**src/rtl/decomp_input_feeder.sv**
```systemverilog
// Packs compressed-stream bus words into decompressor-width chunks, queues them with
// per-line metadata, and hands one chunk to the decompressor per request.
//
// state     | meaning
// ST_IDLE   | between lines; the next accepted word starts a line and latches its comp flag
// ST_ACTIVE | inside a line; comp flag held, waiting for the i_last word
module decomp_input_feeder #(
   parameter int WIDTH_IN      = 32,
   parameter int WIDTH_DATA_IN = 128,
   parameter int DEPTH         = 2
) (
   input  logic                     i_clk,
   input  logic                     i_reset,
   input  logic                     i_valid,
   output logic                     o_ready,
   input  logic [WIDTH_IN-1:0]      i_word,
   input  logic                     i_last,
   input  logic                     i_comp_flag,
   input  logic                     i_req,
   output logic [WIDTH_DATA_IN-1:0] o_data,
   output logic                     o_update,
   output logic                     o_comp_flag,
   output logic                     o_line_start,
   output logic                     o_overrun
);

   localparam int EW = WIDTH_DATA_IN + 2;
   localparam int PW = (DEPTH > 1) ? $clog2(DEPTH) : 1;
   localparam int CW = $clog2(DEPTH + 1);

   typedef enum logic {ST_IDLE, ST_ACTIVE} line_state_t;

   line_state_t              state_q, state_d;
   logic [1:0]               pcnt_q;
   logic [WIDTH_DATA_IN-1:0] pack_q, pack_d;
   logic                     line_comp_q, first_chunk_q;
   logic [EW-1:0]            mem [DEPTH];
   logic [PW-1:0]            wr_ptr_q, rd_ptr_q;
   logic [CW-1:0]            count_q;
   logic                     pending_q;

   logic          accept, push, push_fifo, pop, empty;
   logic          serve, serve_pend, serve_req, bypass;
   logic          word_comp;
   logic [EW-1:0] push_entry, serve_entry;

   assign o_ready    = (count_q < CW'(DEPTH)) && i_reset;
   assign accept     = i_valid && o_ready;
   assign push       = accept && ((pcnt_q == 2'd3) || i_last);
   assign empty      = (count_q == '0);
   assign word_comp  = (state_q == ST_IDLE) ? i_comp_flag : line_comp_q;

   always_comb begin
      pack_d = pack_q;
      pack_d[pcnt_q*WIDTH_IN +: WIDTH_IN] = i_word;
   end

   assign push_entry = {first_chunk_q, word_comp, pack_d};

   // A request into an empty FIFO that coincides with a push is served straight from the packer.
   assign serve_pend  = pending_q && !empty;
   assign serve_req   = i_req && !pending_q && (!empty || push);
   assign serve       = serve_pend || serve_req;
   assign bypass      = serve_req && empty;
   assign pop         = serve && !empty;
   assign push_fifo   = push && !bypass;
   assign serve_entry = bypass ? push_entry : mem[rd_ptr_q];

   always_comb begin
      state_d = state_q;
      if (accept) begin
         case (state_q)
            ST_IDLE:   if (!i_last) state_d = ST_ACTIVE;
            ST_ACTIVE: if (i_last)  state_d = ST_IDLE;
            default:   state_d = ST_IDLE;
         endcase
      end
   end

   always_ff @(posedge i_clk or negedge i_reset) begin
      if (!i_reset) begin
         state_q       <= ST_IDLE;
         pcnt_q        <= '0;
         pack_q        <= '0;
         line_comp_q   <= 1'b0;
         first_chunk_q <= 1'b1;
      end else begin
         state_q <= state_d;
         if (accept) begin
            line_comp_q <= word_comp;
            pcnt_q      <= push ? 2'd0 : pcnt_q + 2'd1;
            pack_q      <= push ? '0 : pack_d;
         end
         if (push) first_chunk_q <= i_last;
      end
   end

   always_ff @(posedge i_clk) begin
      if (push_fifo) mem[wr_ptr_q] <= push_entry;
   end

   always_ff @(posedge i_clk or negedge i_reset) begin
      if (!i_reset) begin
         wr_ptr_q <= '0;
         rd_ptr_q <= '0;
         count_q  <= '0;
      end else begin
         if (push_fifo) wr_ptr_q <= (wr_ptr_q == PW'(DEPTH - 1)) ? '0 : wr_ptr_q + 1'b1;
         if (pop)       rd_ptr_q <= (rd_ptr_q == PW'(DEPTH - 1)) ? '0 : rd_ptr_q + 1'b1;
         case ({push_fifo, pop})
            2'b10:   count_q <= count_q + 1'b1;
            2'b01:   count_q <= count_q - 1'b1;
            default: count_q <= count_q;
         endcase
      end
   end

   always_ff @(posedge i_clk or negedge i_reset) begin
      if (!i_reset) begin
         pending_q    <= 1'b0;
         o_overrun    <= 1'b0;
         o_update     <= 1'b0;
         o_data       <= '0;
         o_comp_flag  <= 1'b0;
         o_line_start <= 1'b0;
      end else begin
         o_update <= serve;
         if (i_req && pending_q) o_overrun <= 1'b1;
         if (serve_pend)
            pending_q <= 1'b0;
         else if (i_req && !pending_q && !serve_req)
            pending_q <= 1'b1;
         if (serve) begin
            o_line_start <= serve_entry[EW-1];
            o_comp_flag  <= serve_entry[EW-2];
            o_data       <= serve_entry[WIDTH_DATA_IN-1:0];
         end
      end
   end

endmodule

```
**config.mk**
```make
export PLATFORM = sky130hd
export DESIGN_NAME = decomp_input_feeder
export DESIGN_NICKNAME = d
export VERILOG_FILES = /design/src/rtl/decomp_input_feeder.sv
export SDC_FILE = /design/constraint.sdc
export NUM_CORES = 1
export LEC_CHECK = 0
export BUFFER_PORTS_ARGS = -buffer_cell sky130_fd_sc_hd__buf_4
export CORE_AREA = 2 2 235 237
export DETAILED_ROUTE_END_ITERATION = 7
export DIE_AREA = 0 0 237 239
export HOLD_SLACK_MARGIN = 0.15
export MAX_ROUTING_LAYER = met4
export PLACE_DENSITY_LB_ADDON = 0.1
export SLEW_MARGIN = 20
export SYNTH_ARGS = -nofsm -noshare
export SYNTH_HDL_FRONTEND = slang
export SYNTH_SLANG_ARGS = --single-unit
```
**constraint.sdc**
```tcl
create_clock -name i_clk -period 14.1 [get_ports i_clk]
set_clock_uncertainty 0.05 [all_clocks]
set_input_delay 2.115 -clock i_clk [delete_from_list [all_inputs] [get_ports i_clk]]
set_output_delay 2.115 -clock i_clk [all_outputs]
set_load 0.05 [all_outputs]
```
==> impl_metrics.csv <==
group,metric,value,unit
run_status,status,"finished clean",
finish,nets,2179,
timing,fmax,191.9,MHz
routing,routed_wirelength,79010,um
synth,synth-edff-count,260,
finish,post-route-util,0.5117,
clocking,postCtsSetupRepairBufs,0,
clocking,clock-sinks,530,
power_and_ir_drop,p_clk_frac,0.256,
finish,drive_above_1_share,0.1594,
clocking,clockRootBuffer,"clkbuf_16",
floorplan,core_area,54340,um^2
synth,synth_cells,2088,
timing,worst_pin_slew,1149,ps
finish,fin_area,27810,um^2
global_route,grt_overflow,0,
floorplan,fp.dieW,237,um
finish,seqCellArea,14570,um^2
timing,hold_viol,0,
hold_path,worstHoldPathType,"flop to flop",
worst_setup_path,reg2reg_to,"mem[1][96]",
clocking,cts_buffers,57,
power_and_ir_drop,p_comb_frac,0.381,
worst_setup_path,cp-start-kind,"primary input",
worst_setup_path,cp_cell_sequence,"buf_8 > nor2b_1 > buf_4",
finish,syn_to_final_growth,15.00,%
hold_path,min_path_cells,2,
routing,via_per_inst,6.314,
global_route,grt_pass1_vias,18263,
clocking,cts_resized,0,
synth,synth_top_cell_by_area,"edfxtp_1",
global_route,grt_usage,0.2851,
synth,post-synth-top-count-cell,"dfrtp_1",
power_and_ir_drop,p_leak,11.10,nW
synth,ys.flop_type,"dfrtp_1",
routing,vias,18248,
synth,async_reset_ff_frac,0.5094,
floorplan,die_area,56640,um^2
synth,synth_cell_types,42,
synth,ys_seq_elements,530,
timing,slew_viol_final,0,
hold_path,min_to,"pack_q[20]",
routing,drt_iter0_markers,1785,
clocking,cts_tree,"done",
worst_setup_path,path_delay_family,"buffers and inverters",
synth,yosys-top-cells-count,"dfrtp_1 (269), edfxtp_1 (260), nor2b_1 (259), clkbuf_1 (175), nand2_1 (135)",
clocking,cts_buffer_depth,3,
worst_setup_path,critical_path_required,11940,ps
global_route,grt_max_degree,130,
routing,firstDrtPassIters,6,
worst_setup_path,path_buf_inv,2,
routing,drc,0,
place,port_buffers,170,
timing,maxSlewHeadroom,0.2337,
place,gp_congestion,0.7520,
floorplan,die_height,239,um
timing,rsz0062_at_grt,"false",
worst_setup_path,critPathKind,"primary input to primary output",
worst_setup_path,rr_startpoint,"pcnt_q[0]",
power_and_ir_drop,power_switching,2.572,mW
synth,syn_area_per_cell,11.58,um^2
synth,netlist.area_leader.share,0.3229,
floorplan,start_util,0.4449,
timing,fin_setup_tns,0,ps
flow_run,max_cap_viol_count,0,
power_and_ir_drop,power,6.108,mW
power_and_ir_drop,pwr-share-seq,0.363,
place,place_area,25800,um^2
timing,hold_slack,421.2,ps
finish,multi_input_area,8337,um^2
global_route,antenna_found_initial,2,
synth,syn_nets,2133,
worst_setup_path,reg2regPathDepth,6,
routing,ant_nets,0,
power_and_ir_drop,switching_share,0.4210,
clocking,postCtsHoldBufs,0,
timing,post-route-period-util,0.3697,
worst_setup_path,slowest_stage,"buf_8",
synth,synth.cell_area,24180,um^2
clocking,path_clk_slew,60,ps
place,hpwlAfterDp,40970,um
synth,yosys_warnings,0,
global_route,grt_pass1_wl,117300,um
worst_setup_path,worst_setup_path_end_kind,"primary output",
timing,setup_viol,0,
worst_setup_path,max_stage_delay,440,ps
finish,nFillCells,4799,
clocking,h-tree-depth,2,
floorplan,io_pins,171,
synth,synth.yosys.seq_area_share,0.6024,
worst_setup_path,worstPathArrival,3050,ps
worst_setup_path,r2r_setup_slack,9880,ps
routing,wl_per_cell,27.34,um
power_and_ir_drop,power_per_cell_area,219.7,nW/um^2
synth,synthTopCellsByArea,"edfxtp_1 (32%), dfrtp_1 (28%), nor2b_1 (6.7%), a221oi_1 (4.7%), o211ai_1 (4.0%)",
worst_setup_path,crit_fanout,70,
power_and_ir_drop,peakVddDrop,0.1206,mV
hold_path,worstHoldStart,"pack_q[20]",
clocking,insertion_delay,620,ps
timing,final.min_clock_period,5212,ps
floorplan,rows,86,
power_and_ir_drop,p_int,3.537,mW
routing by layer:
layer  vias up  GRT usage  wire length [um]
met5         -          -                 0
met4         0    0.09801              2418
met3       136    0.04030              5575
met2       737     0.4621             38200
met1      9366     0.3698             32820
li1       8009          -                 -
worst min-delay path: cells and delay by family, from the launching register on:
kind / cells / cell delay, ps
DFF: 1 / 330
AOI/OAI and AO/OA: 1 / 60
and+or+nand+nor: 1 / 40
state kept, by name, indices dropped and copies added (netlist names):
name and count:
pack_q 128, wr_ptr_q 1, state_q 1, o_update 1, o_data 128, pending_q 1, mem 260, rd_ptr_q 1
first_chunk_q 1, line_comp_q 1, pcnt_q 2, o_comp_flag 1, count_q 2, o_overrun 1, o_line_start 1
how the worst max path moves through the flow:
stage	depth (start not counted)	end	start
3_3_place_gp	7	mem[1][74]	i_req
4_1_cts	3	o_ready	i_reset
6_report	3	o_ready	i_reset
2_1_floorplan	4	mem[0][0]	i_req
5_1_grt	7	mem[1][96]	i_req
3_5_place_dp	7	mem[1][74]	i_req
layout by cell type (no fill, tap or decap), drive strengths merged, types with 2 or more instances in the layout:
master / n
a2111oi: 128
a21oi: 128
a221oi: 130
buf: 202
bufinv: 6
clkbuf: 84
clkinv: 16
dfrtp: 269
diode: 3
edfxtp: 260
ha: 7
inv: 135
nand2: 135
nor2: 4
nor2b: 259
nor3: 2
nor4bb: 3
o211ai: 131
o21ai: 132
o31ai: 130
xnor2: 4
cells by family (layout without fill, tap and decap cells):
group,count (synthesis),after routing,share of synthesized area
compound gates,785,785,0.2398
xor+xnor,5,5,0.001811
fa+ha+maj,7,7,0.003622
buf+inv,349,444,0.05863
flops,530,530,0.6024
mux,1,1,0.0004657
other cells,0,3,0
simple gates,411,411,0.09325
power by group through the flow:
| stage | combinational [mW] | sequential [mW] | clock [mW] |
|---|---|---|---|
| final | 2.33 | 2.22 | 1.56 |
| after global routing | 2.47 | 2.24 | 1.64 |
| after CTS | 2.33 | 2.22 | 1.59 |
| after detailed placement | 2.32 | 2.25 | 0 |
| after global placement | 2.29 | 2.24 | 0 |
| after floorplan | 1.00 | 2.74 | 0 |
stage by stage:
| stage | cells | setup WS, ps |
|---|---|---|
| global route | 2890 | 8784 |
| finish | 2890 | 8888 |
| CTS | 2885 | 8857 |
| floorplan | 2088 | 5263 |
| global placement | 2777 | 8262 |
| detailed placement | 2777 | 8278 |
final cells by class:
type | instances | share of cell area
clock buffers | 84 | 0.06007
inverters | 134 | 0.01809
clock inverters | 24 | 0.009855
repair buffers | 202 | 0.05625
flip-flops and latches | 530 | 0.5240
diodes | 3 | 0.0002700
multi-input cells | 1209 | 0.2998
well taps | 704 | 0.03168
(Power assumes the default switching activity.)
